$ cat src/rtl/present_pkg.sv
// Shared PRESENT definitions: S-box tables, layer functions and 128-bit key schedule steps.
// Used by both the encryption and decryption cores.
package present_pkg;

  localparam int ROUNDS = 31;

  // Nibble x of each table holds S[x] / S^-1[x].
  localparam logic [63:0] SBOX     = 64'h21748FE3DA09B65C;
  localparam logic [63:0] INV_SBOX = 64'hA970364BD21C8FE5;

  typedef enum logic [1:0] {IDLE, EXPAND, DECRYPT, DONE} state_t;

  function automatic logic [3:0] sbox4(input logic [3:0] x);
    return SBOX[{x, 2'b00} +: 4];
  endfunction

  function automatic logic [3:0] inv_sbox4(input logic [3:0] x);
    return INV_SBOX[{x, 2'b00} +: 4];
  endfunction

  function automatic logic [63:0] sbox_layer(input logic [63:0] s);
    logic [63:0] o;
    for (int n = 0; n < 16; n++) o[4*n +: 4] = sbox4(s[4*n +: 4]);
    return o;
  endfunction

  function automatic logic [63:0] inv_sbox_layer(input logic [63:0] s);
    logic [63:0] o;
    for (int n = 0; n < 16; n++) o[4*n +: 4] = inv_sbox4(s[4*n +: 4]);
    return o;
  endfunction

  // Bit j moves to 16*j mod 63; bit 63 stays in place.
  function automatic logic [63:0] p_layer(input logic [63:0] s);
    logic [63:0] o;
    o = s;
    for (int j = 0; j < 63; j++) o[6'((16 * j) % 63)] = s[6'(j)];
    return o;
  endfunction

  function automatic logic [63:0] inv_p_layer(input logic [63:0] s);
    logic [63:0] o;
    o = s;
    for (int j = 0; j < 63; j++) o[6'(j)] = s[6'((16 * j) % 63)];
    return o;
  endfunction

  function automatic logic [127:0] key_fwd(input logic [127:0] k, input logic [4:0] i);
    logic [127:0] r;
    r = {k[66:0], k[127:67]};
    r[127:124] = sbox4(r[127:124]);
    r[123:120] = sbox4(r[123:120]);
    r[66:62]   = r[66:62] ^ i;
    return r;
  endfunction

  function automatic logic [127:0] key_inv(input logic [127:0] k, input logic [4:0] i);
    logic [127:0] r;
    r = k;
    r[66:62]   = r[66:62] ^ i;
    r[127:124] = inv_sbox4(r[127:124]);
    r[123:120] = inv_sbox4(r[123:120]);
    return {r[60:0], r[127:61]};
  endfunction

endpackage

$ cat src/rtl/present_dec_ks.sv
// Key register for the decryption core: forward expansion to K32, backward unwinding,
// and a one-entry cache of the last expanded key.
module present_dec_ks #(
  parameter int KEY_CACHE = 1,
  parameter int ROUNDS    = 31
) (
  input  logic         clk,
  input  logic         nrst,
  input  logic         load,
  input  logic [127:0] key,
  input  logic         step_fwd,
  input  logic         step_inv,
  input  logic [4:0]   cnt,
  output logic         hit,
  output logic [63:0]  rk
);
  import present_pkg::*;

  logic [127:0] k;
  logic [127:0] k_next;
  logic [127:0] cache_key;
  logic [127:0] cache_k32;
  logic         cache_valid;

  assign hit = (KEY_CACHE != 0) && cache_valid && (key == cache_key);

  // Outside a stepping state the exported round key is the cached K32, used on a hit.
  always_comb begin
    k_next = cache_k32;
    if (step_fwd)      k_next = key_fwd(k, cnt);
    else if (step_inv) k_next = key_inv(k, cnt);
  end

  assign rk = k_next[127:64];

  always_ff @(posedge clk or negedge nrst) begin
    if (!nrst) begin
      k           <= '0;
      cache_key   <= '0;
      cache_k32   <= '0;
      cache_valid <= 1'b0;
    end else if (load) begin
      k <= hit ? cache_k32 : key;
      if (!hit) begin
        cache_key   <= key;
        cache_valid <= 1'b0;
      end
    end else if (step_fwd) begin
      k <= k_next;
      if (cnt == 5'(ROUNDS)) begin
        cache_k32   <= k_next;
        cache_valid <= (KEY_CACHE != 0);
      end
    end else if (step_inv) begin
      k <= k_next;
    end
  end

endmodule

$ cat src/rtl/present_dec.sv
// Iterative PRESENT-128 decryption core: expands the key to K32 (or takes it from the cache),
// then peels off one round per cycle.
module present_dec #(
  parameter int KEY_CACHE = 1,
  parameter int ROUNDS    = 31
) (
  input  logic         clk,
  input  logic         nrst,
  input  logic         start,
  input  logic [63:0]  ciphertext,
  input  logic [127:0] key,
  output logic         eoc,
  output logic [63:0]  plaintext,
  output logic         busy
);
  import present_pkg::*;

  state_t      state;
  logic [4:0]  cnt;
  logic [63:0] d;
  logic [63:0] ct_r;
  logic [63:0] rk;
  logic [63:0] dround;
  logic        hit;
  logic        load;

  assign load   = start && (state == IDLE || state == DONE);
  assign dround = inv_sbox_layer(inv_p_layer(d)) ^ rk;

  present_dec_ks #(
    .KEY_CACHE (KEY_CACHE),
    .ROUNDS    (ROUNDS)
  ) u_ks (
    .clk      (clk),
    .nrst     (nrst),
    .load     (load),
    .key      (key),
    .step_fwd (state == EXPAND),
    .step_inv (state == DECRYPT),
    .cnt      (cnt),
    .hit      (hit),
    .rk       (rk)
  );

  always_ff @(posedge clk or negedge nrst) begin
    if (!nrst) begin
      state     <= IDLE;
      cnt       <= '0;
      d         <= '0;
      ct_r      <= '0;
      plaintext <= '0;
      eoc       <= 1'b0;
      busy      <= 1'b0;
    end else begin
      case (state)
        IDLE, DONE: begin
          if (start) begin
            ct_r <= ciphertext;
            eoc  <= 1'b0;
            busy <= 1'b1;
            if (hit) begin
              d     <= ciphertext ^ rk;
              cnt   <= 5'(ROUNDS);
              state <= DECRYPT;
            end else begin
              cnt   <= 5'd1;
              state <= EXPAND;
            end
          end
        end
        // The last expansion step yields K32, which whitens the ciphertext directly.
        EXPAND: begin
          if (cnt == 5'(ROUNDS)) begin
            d     <= ct_r ^ rk;
            state <= DECRYPT;
          end else begin
            cnt <= cnt + 5'd1;
          end
        end
        DECRYPT: begin
          d <= dround;
          if (cnt == 5'd1) begin
            plaintext <= dround;
            eoc       <= 1'b1;
            busy      <= 1'b0;
            state     <= DONE;
          end else begin
            cnt <= cnt - 5'd1;
          end
        end
        default: state <= IDLE;
      endcase
    end
  end

endmodule
$ cat config.mk
export PLATFORM = sky130hd
export DESIGN_NAME = present_dec
export DESIGN_NICKNAME = d
export VERILOG_FILES = /design/src/rtl/present_pkg.sv /design/src/rtl/present_dec_ks.sv /design/src/rtl/present_dec.sv
export SDC_FILE = /design/constraint.sdc
export NUM_CORES = 1
export LEC_CHECK = 0
export ABC_AREA = 1
export BUFFER_PORTS_ARGS = -buffer_cell sky130_fd_sc_hd__buf_2
export CORE_UTILIZATION = 40
export CTS_CLUSTER_DIAMETER = 40
export CTS_CLUSTER_SIZE = 14
export DETAILED_ROUTE_END_ITERATION = 10
export MAX_ROUTING_LAYER = met4
export SETUP_SLACK_MARGIN = 0.02
export SYNTH_ARGS = -nofsm -noshare
export SYNTH_HDL_FRONTEND = slang
export SYNTH_SLANG_ARGS = --single-unit
$ cat constraint.sdc
create_clock -name clk -period 2.2 [get_ports clk]
set_input_delay 0.44 -clock clk [delete_from_list [all_inputs] [get_ports clk]]
set_output_delay 0.44 -clock clk [all_outputs]
set_load 0.01 [all_outputs]
# Word-level counts from Yosys, hierarchy flattened
# Index checks and enable logic that the tools add are counted.
# op_classes
addsub,2
n_eq_ne,13
shifts,12
muxes,30
bitwise_logic,7
n_reduce_logical,18
# op_table
operator,n
128-bit 2-to-1 mux,6
64-bit by 7-bit variable part select with 4-bit output (first input constant),12
64-bit 2-to-1 mux,3
64-bit one-hot mux with 3 select lines,1
64-bit bitwise XOR,3
128-bit equality test,1
5-bit 2-to-1 mux,4
3-bit AND reduction,6
5-bit one-hot mux with 3 select lines,1
2-bit != test (second input constant),6
5-bit bitwise XOR,2
1-bit 2-to-1 mux,8
2-bit 2-to-1 mux,4
2-bit one-hot mux with 3 select lines,1
2-bit AND reduction,3
2-bit nonzero test,3
5-bit by 1-bit adder with 5-bit output (second input constant),1
5-bit by 1-bit equality test with 1-bit output (second input constant),1
5-bit equality test (second input constant),1
5-bit by 1-bit subtractor with 5-bit output (second input constant),1
2-bit equality test (second input constant),2
1-bit one-hot mux with 2 select lines,2
3-bit nonzero test,1
2-bit by 1-bit equality test with 1-bit output (second input constant),1
other kinds (6),8
# totals
regBits,586
input_bits,195
out_inout_bits,66

# Logic depth before layout (Yosys ltp)
# Gate-level depths: netlist of run 1.
# logic_depth
depth_word,7
ltp_mapped,17

# Cells and area by module
# A second synthesis of run 1 with hierarchy kept.
# hier_totals
hier_cells,5030
hier_area_um2,33105.5
# modules_own_cells
module,n_inst,cells_each,area_per_inst_um2,seq_area_each_um2
present_dec_ks,1,3871,25366.8,9634.2
present_dec,1,1159,7738.7,2627.5

# Worst setup path after synthesis of run 1
# No wires, ideal clock.
# synth_timing
kind,reg-to-reg
startpoint,reg state[0]
endpoint,reg u_ks.cache_k32[105]
setup_ns,0.066
t_arrival_ns,1.949
required_time_ns,2.134
slack_ns,0.186
path_stages_with_launch,12
synth_period_minus_slack_ns,2.014
cell_sequence,dfrtp_1 > inv_1 > ha_1 > buf_2 > nand2_1 > inv_2 > nor2_1 > buf_2 > buf_2 > buf_1 > nand2_1 > nand2_1
# synth_between
elab_chain_len,5
# synth_lines
element,line_no,text
"start, declared",present_dec.sv:18,state_t state;
"start signal, assigned",present_dec.sv:47,state <= IDLE;
"start signal, assigned",present_dec.sv:64,state <= DECRYPT;
"start signal, assigned",present_dec.sv:67,state <= EXPAND;
2-bit equality test / 2-bit logical NOT (equally long branches),present_dec.sv:27,assign load = start && (state == IDLE || state == DONE);
1-bit logical OR,present_dec.sv:27,
1-bit logical AND,present_dec.sv:27,
1-bit inverter (no line),n/a,
3-bit AND reduction (no line),n/a,
"end signal, assigned",present_dec_ks.sv:51,cache_k32 <= k_next;
"end, declared",present_dec_ks.sv:22,logic [127:0] cache_k32;
# Parallel ways exist; a longest one is shown, timed or not.
# A chain may end at the register's enable or synchronous reset.

# Worst setup path after layout of run 1
# layout_timing
startpoint,reg u_ks.cache_key[35]
endpoint,reg u_ks.k[72]
# layout_between
elab_chain_len,4
# layout_lines
element,line_no,text
"start, declared",present_dec_ks.sv:21,logic [127:0] cache_key;
"start signal, assigned",present_dec_ks.sv:45,cache_key <= key;
128-bit equality test,present_dec_ks.sv:25,assign hit = (KEY_CACHE != 0) && cache_valid && (key == cache_key);
1-bit logical AND,present_dec_ks.sv:25,
128-bit 2-to-1 mux,present_dec_ks.sv:43,k <= hit ? cache_k32 : key;
128-bit 2-to-1 mux,present_dec_ks.sv:42,end else if (load) begin
"end signal, assigned",present_dec_ks.sv:43,
"end signal, assigned",present_dec_ks.sv:49,k <= k_next;
"end signal, assigned",present_dec_ks.sv:55,k <= k_next;
"end, declared",present_dec_ks.sv:19,logic [127:0] k;
# Every way passes these cells.

==> results.txt, run 1 <==
* DRC Markers: 0
- Number of global-route vias before repair: 30,600
- The initial antenna violation count was 10.
- The H-tree was split into 3 levels.
* Post-detailed-placement cell area: 36,800 um^2
- Derived from the worst setup path, the maximum achievable clock frequency is 423 MHz.
* Row count: 101
- Highest metal layer used by the detailed router: met4
- Status: finished, violations left
- Leakage dissipation: 22.8 nW
* Remaining max-slew budget at the tightest pin: 57.2%
- VDD sags by at most 824 uV.
- TritonCTS built the clock tree.
- Sequential share of the synthesized area: 39.9%
- After layout, the worst setup slack is -164 ps.
- Post-Syn Area per Cell: 7.06 um^2
- In this run, synthesis inferred 0 flip-flops with an integrated enable.
- Growth of design area from synthesis to finish: 42.5%
* Final hold viol count: 0
* Most area-consuming cells after synthesis: sky130_fd_sc_hd__dfrtp_1 40%, sky130_fd_sc_hd__nand2_1 17%, sky130_fd_sc_hd__inv_1 6.9%
- The die covers 78,000 um^2.
- Among all flip-flop cells after synthesis, the most frequent one is sky130_fd_sc_hd__dfrtp_1.
- Min-Delay Path Class: in2reg
- Required time of the critical path: 2770 ps
- Cell area after layout: 43,800 um^2
* Total routed wire length on the met1 layer: 54,500 um
- Filler cells: 6,869
- The final reports fail on negative setup slack.
* Synth Cell Area: 30,700 um^2
* Final slew viol count: 0
- Max-cap check violation count: 0
- In this run, synthesis produced a sequential element count of 490.
- Clock-pin transition on the worst setup and hold timing paths: 50 ps
* Area share of the leading cell type in the synthesized netlist: 39.9%
- Setup violations remaining at the end of the flow were counted as 284.
* Final min period: 2360 ps
- Wire segments on met3 add up to 11,800 um in the final route.
- Wire segments on met2 add up to 58,100 um in the final route.
- Setup repair after global routing could not meet its margin everywhere.
- Clock tree synthesis selected as its root buffer the cell sky130_fd_sc_hd__clkbuf_16.
- Fin crit share: 107%
- At the end of the flow, the number of nets in the layout was 5,329.
- Number of warnings reported in the yosys synthesis log: 0
* Overall die width: 279 um
- Placed wire-length estimate: 88,300 um
- The worst setup path is of the reg2reg kind.
- After detailed routing, the number of vias per cell comes to 5.40.
- Routability-driven placement finished with a final weighted congestion of 0.993.
- At the pin with the least slew margin, the transition time is 642 ps.
- Chip height: 279 um
* Largest net degree at the start of global routing: 93
- Drt wl/cell: 21.1 um
* Total wire length: 131,000 um
* Crit-path max FO: 19
- Synthesis produced a netlist whose cell count is 4,354.
- Via total after detailed routing: 33,400
* Ports: 261
* Total clock buffers created by CTS: 104
* Remaining antenna violation count after routing: 0
- Input and output buffers added on the ports amount to 196.
* Post-synth ARST share: 100%
- Number of detailed-routing iterations run before antenna repair: 6
- Maximum root-to-sink buffer count: 3
* Starting density of the core: 40.5%
* Hold WS: 22.3 ps
- The first global-routing pass estimated 188,000 um of wire.
* Number of sinks driven by the clock tree: 490
- For this design the ratio of total power to cell area is 1660 nW/um^2.
- The worst setup path is captured at a flop.
- At the worst endpoint, the arrival time is 2940 ps.
- Setup skew after layout: 41.6 ps
- The clock reaches the later pin of the worst-skew pair after 680 ps.
- Cells with a size suffix above 1 make up 26.1% of the layout.
- The core region is 75,900 um^2.
- Overflow left after global routing: 0
- Yosys mapped the design onto 50 distinct sky130hd cell types.
* Global router's overall resource usage: 32.7%
* Startpoint type of the worst setup path: flop
- DRT iter0 DRCs: 3,824
- Cell taking the most area after synthesis: sky130_fd_sc_hd__dfrtp_1
## logic make-up (layout without fill, tap and decap cells)
group	Yosys count	count (layout)	synth area share, %
flops	490	490	39.9
other cells	1	42	0.0122
mux	26	26	0.940
simple gates	2177	2178	29.6
buf+inv	845	1607	11.5
fa+ha+maj	73	73	2.97
xor+xnor	88	88	2.51
compound gates	654	654	12.6
## worst max-delay path: stages (launching register included)
cell and delay [ps]:
sky130_fd_sc_hd__dfrtp_1 410, sky130_fd_sc_hd__inv_1 70, sky130_fd_sc_hd__nand2_2 70, sky130_fd_sc_hd__nand4_1 170, sky130_fd_sc_hd__nor2_2 160, sky130_fd_sc_hd__nand2_2 110
sky130_fd_sc_hd__nor2_1 120, sky130_fd_sc_hd__nand2_1 110, sky130_fd_sc_hd__nor2_4 120, sky130_fd_sc_hd__nand3_4 120, sky130_fd_sc_hd__buf_4 210, sky130_fd_sc_hd__buf_16 190
sky130_fd_sc_hd__nand3_2 90, sky130_fd_sc_hd__buf_6 130, sky130_fd_sc_hd__nand3_1 70, sky130_fd_sc_hd__nand2_1 60, sky130_fd_sc_hd__inv_1 30
## cell usage in the layout, fill, tap and decap left out, types with 18 or more instances in the layout
master,Yosys,final
sky130_fd_sc_hd__o21ai_0,372,360
sky130_fd_sc_hd__buf_12,0,96
sky130_fd_sc_hd__dlygate4sd3_1,0,19
sky130_fd_sc_hd__nand2_1,1433,1352
sky130_fd_sc_hd__a22oi_1,72,70
sky130_fd_sc_hd__nand3_2,1,82
sky130_fd_sc_hd__ha_1,73,71
sky130_fd_sc_hd__o22ai_1,33,31
sky130_fd_sc_hd__buf_2,66,195
sky130_fd_sc_hd__buf_16,0,18
sky130_fd_sc_hd__buf_6,14,37
sky130_fd_sc_hd__nor2_2,3,27
sky130_fd_sc_hd__xor2_1,35,31
sky130_fd_sc_hd__nand3_1,298,195
sky130_fd_sc_hd__o21ai_1,24,28
sky130_fd_sc_hd__nand4_1,147,147
sky130_fd_sc_hd__a21oi_1,53,53
sky130_fd_sc_hd__mux2_2,23,23
sky130_fd_sc_hd__buf_4,49,447
sky130_fd_sc_hd__xnor2_1,53,48
sky130_fd_sc_hd__nor2_1,246,213
sky130_fd_sc_hd__or2_2,35,33
sky130_fd_sc_hd__nand2_2,1,70
sky130_fd_sc_hd__inv_1,562,555
sky130_fd_sc_hd__clkbuf_16,0,123
sky130_fd_sc_hd__nand3_4,0,22
sky130_fd_sc_hd__o221ai_1,30,27
sky130_fd_sc_hd__conb_1,1,32
sky130_fd_sc_hd__o211ai_1,21,21
sky130_fd_sc_hd__dfrtp_1,490,489
## worst paths after layout
kind / endpoint / start / slack, ps / cells past startpoint
min: ct_r[49] / ciphertext[49] / 20 / 3
max in group asynchronous: u_ks.cache_k32[122] / nrst / 1180 / 4
max: u_ks.k[72] / u_ks.cache_key[35] / -160 / 16
min in group asynchronous: u_ks.k[65] / nrst / 340 / 3
max reg2reg: u_ks.k[72] / u_ks.cache_key[35] / -160 / 16
min reg2reg: u_ks.cache_key[22] / u_ks.cache_key[22] / 480 / 2
## cell type report
| class | count | area, um^2 | area share (%) |
|---|---|---|---|
| Clock buffer | 134 | 2880 | 6.56 |
| Sequential cell | 490 | 12300 | 28.0 |
| Inverter | 577 | 2190 | 4.99 |
| Antenna cell | 10 | 25.0 | 0.0571 |
| Clock inverter | 59 | 791 | 1.80 |
| Multi-Input combinational cell | 3051 | 16500 | 37.6 |
| Tap cell | 1030 | 1290 | 2.94 |
| Timing Repair Buffer | 837 | 7930 | 18.1 |
## metrics by stage
stage          instances  power, mW  worst slack (ps)  setup TNS (ps)  utilization (%)
2_1_floorplan       4385       36.0               186               0                -
3_3_place_gp        5874       50.4              -453          -98500             48.5
3_5_place_dp        5874       50.9              -454          -94800             48.5
4_1_cts             6136       69.6              -134          -17120             55.8
5_1_grt             6186       77.3              -273          -53180             57.7
6_report            6188       72.9              -164          -24070             57.7
## report_power, final
part	total, mW	switching [mW]	leakage, nW	internal [mW]
Clock	16.4	5.67	1.76	10.8
Sequential	15.6	2.94	6.11	12.6
Combinational	40.9	24.1	15.0	16.8
## flip-flops by register name, summed over array words and instances (netlist names), 2 cells and up
signal          cells
state               2
u_ks.cache_key    128
d                  32
plaintext          32
u_ks.cache_k32    128
ct_r               32
cnt                 5
u_ks.k            128
## Yosys cell counts, drive strengths merged (21+ instances only)
cell type and count:
nand2 1435, inv 567, dfrtp 490, o21ai 406, nand3 299, nor2 251
buf 161, nand4 147, clkbuf 107, ha 73, a22oi 72, a21oi 53
xnor2 53, o221ai 40, or2 35, xor2 35, o22ai 33, mux2 23
o211ai 21
## layer usage
metal,global-route usage (%),vias to the layer above
li1,-,15400
met1,44.0,16000
met2,48.4,1673
met3,5.55,308
met4,14.1,0
met5,-,-
## what timing repair did
| action | in CTS | in global routing |
|---|---|---|
| gates cloned | 20 | 23 |
| gates resized for setup | 186 | 209 |
| pin swaps | 24 | 57 |
| hold buffers | 19 | 0 |
| buffers inserted | 33 | 27 |
| setup endpoints to repair | 391 | 377 |
| hold endpoints to repair | 280 | 0 |
Note: power is estimated with default switching activity, not from simulation.
==> run 2, diff against run 1 <==
- MAX_ROUTING_LAYER: met4 -> unset
- clock period: 2.2 -> 2.9 ns (I/O delays scaled with it)
==> run 2 against run 1 <==
Net effect:
- the run now ends clean
- hold slack improved by 120 ps
- combinational power decreased by 42%
- via count down 8.9%
- final cell count fell by 8.7%
- total power is 34% lower
- non-clock buffer count down 519
- flip-flop and latch count did not move
- setup slack improved by 460 ps
- register-to-register slack gained 460 ps
- wire length decreased by 13%
- critical path type unchanged
- largest cell class unchanged
==> results.txt, run 2 (synthesis gave the netlist of run 1 again) <==
* Status: finished clean
- Number of detailed-routing iterations run before antenna repair: 7
* Max-cap check violation count: 0
* Buffer cell driving the clock tree root: sky130_fd_sc_hd__clkbuf_16
- Startpoint type of the worst setup path: flop
- Setup violations remaining at the end of the flow were counted as 0.
- Share of the core filled with cells: 48.7%
- Power per unit of standard cell area: 1290 nW/um^2
- Setup slack on the worst flop-to-flop path: 300 ps
- Clock-pin transition on the worst setup and hold timing paths: 50 ps
- The floorplan has 101 rows.
* Setup skew after layout: 42.2 ps
* DRC Markers: 0
- Post-placement setup slack: 189 ps
- Largest registers: u_ks.cache_k32 (128), u_ks.cache_key (128), u_ks.k (128)
- Via total after detailed routing: 30,400
- In the final design database the tool counted 4,804 nets.
- The first global-routing pass estimated 172,000 um of wire.
- In the layout the commonest cells are 1,431 x sky130_fd_sc_hd__nand2_1, 560 x sky130_fd_sc_hd__inv_1, 490 x sky130_fd_sc_hd__dfrtp_1, 372 x sky130_fd_sc_hd__o21ai_0, 298 x sky130_fd_sc_hd__nand3_1.
* Fin crit share: 89.7%
- After detailed routing, the average wire length per cell comes to 20.1 um.
* Remaining antenna violation count after routing: 0
- IR analysis of the VDD net gives a maximum drop of 829 uV.
* Hold Path Sink: ct_r[45]
- Worst reg2reg path depth: 10
- Across every metal layer, demand over resource in global routing totals 28.9%.
- Summing all placed instances gives a cell area of 33,400 um^2.
* Number of H-tree branching levels: 3
* Destination of the worst register-to-register timing path: plaintext[32]
* Number of global-route vias before repair: 27,600
- Total negative slack: 0 ps
* Final min period: 2600 ps
- The total overflow left after global routing is 0.
* Setup repair after global routing missed its margin: false
- # placed instances: 5,464
- Input and output buffers added on the ports amount to 196.
- 261 I/O pins were placed.
- At the pin with the least slew margin, the transition time is 714 ps.
- Placeable Area: 75,900 um^2
- Startpoint of the worst-slack reg-to-reg timing path: state[0]
- Setup slack on the critical path of the routed design comes to 298 ps.
- Cell area after layout: 37,000 um^2
* Total clock buffers created by CTS: 99
* Min-Delay Path Class: in2reg
- After clock tree synthesis, the setup repair step added 0 buffers.
- Filler cells: 7,536
* Remaining max-slew budget at the tightest pin: 52.4%
- For this block, the routed nets add up to 114,000 um of wire.
- Overall die width: 279 um
* Leakage dissipation: 19.5 nW
- Largest net degree at the start of global routing: 119
- Detailed-route vias per instance: 5.38
- CTS tree: yes
- Timing would allow up to 384 MHz.
- Fraction of final layout cells sized beyond drive strength 1: 12.7%
- Type of the worst setup path: reg2reg
- Number of instances on the worst hold path: 3
* Maximum root-to-sink buffer count: 3
- Chip height: 279 um
- Total Power: 47.8 mW
* Final hold viol count: 0
- The startpoint identified for the worst hold timing path is ciphertext[45].
* DRT iter0 DRCs: 3,547
* Growth of design area from synthesis to finish: 20.3%
* CP Data Arrival Time: 3140 ps
* Last weighted congestion value of the routability-driven placer: 0.975
- Starting density of the core: 40.5%
* Clock latency of the later-clocked register in the worst-skew pair: 660 ps
- Placed wire-length estimate: 81,100 um
- DIE AREA: 78,000 um^2
- Layout Cells excl Fill: 5,651
* Most common cell after layout, fill and taps aside: sky130_fd_sc_hd__nand2_1
* Initial antenna violation count: 7
- Number of sinks driven by the clock tree: 490
- Of all nets on the critical path, the largest fanout is 17.
- Data on the critical path is required at its endpoint by 3440 ps.
* Nature of the critical path endpoint: flop
- The final number of max-transition violations is 0.
- Across all hold checks on the routed design, the worst slack comes to 145 ps.
[run 2: cell types whose count changed in the layout (fill, tap and decap cells not counted), moves of 47 or more]
cell	previous run	this run
sky130_fd_sc_hd__buf_12	96	49
sky130_fd_sc_hd__buf_4	447	72
sky130_fd_sc_hd__nand2_1	1352	1431
sky130_fd_sc_hd__nand2_2	70	1
sky130_fd_sc_hd__nand3_1	195	298
sky130_fd_sc_hd__nand3_2	82	0
[run 2: metal layers]
layer  part of all wire [%]  global-route usage (%)
met4                    3.9                    11.2
met5                  0.056                       0
met1                     44                    40.8
met3                    8.6                    4.74
met2                     44                    44.1
[run 2: how the worst max path moves through the flow]
stage                  start  cells past startpoint                   to  slack (ps)
floorplan           state[0]                     11  u_ks.cache_k32[105]         890
global placement     key[70]                     14  u_ks.cache_key[122]         200
detailed placement   key[70]                     14   u_ks.cache_key[29]         190
CTS                 state[0]                     10                d[63]         330
global route        state[0]                      9                d[57]         100
finish              state[0]                     10        plaintext[32]         300
[run 2: report_power, final]
part	internal [mW]	switching, mW
Clock	8.24	4.14
Combinational	8.08	15.5
Sequential	9.59	2.21
Total	25.9	21.9
[run 2: timing repair]
| item | 4_1_cts | 5_1_grt |
|---|---|---|
| resized for setup | 0 | 0 |
| endpoints found under the setup margin | 0 | 0 |
| hold buffers | 1 | 0 |
| endpoints found under the hold margin | 34 | 0 |
[run 2: critical path, cell delays in order (launching register included)]
cell,delay [ps]
sky130_fd_sc_hd__dfrtp_1,420
sky130_fd_sc_hd__inv_1,80
sky130_fd_sc_hd__ha_1,250
sky130_fd_sc_hd__buf_4,210
sky130_fd_sc_hd__inv_2,80
sky130_fd_sc_hd__nor2_8,90
sky130_fd_sc_hd__inv_4,120
sky130_fd_sc_hd__buf_4,220
sky130_fd_sc_hd__o21ai_2,440
sky130_fd_sc_hd__xnor2_1,240
sky130_fd_sc_hd__mux2_2,310
[run 2: area by class of cell]
type	count	area (um^2)	share of cell area (%)
Antenna cell	2	5.00	0.0135
Tap cell	1030	1290	3.49
Multi-Input combinational cell	3050	15100	40.9
Clock inverter	57	863	2.33
Inverter	577	2180	5.90
Timing Repair Buffer	318	2520	6.82
Sequential cell	490	12300	33.2
Clock buffer	127	2740	7.42
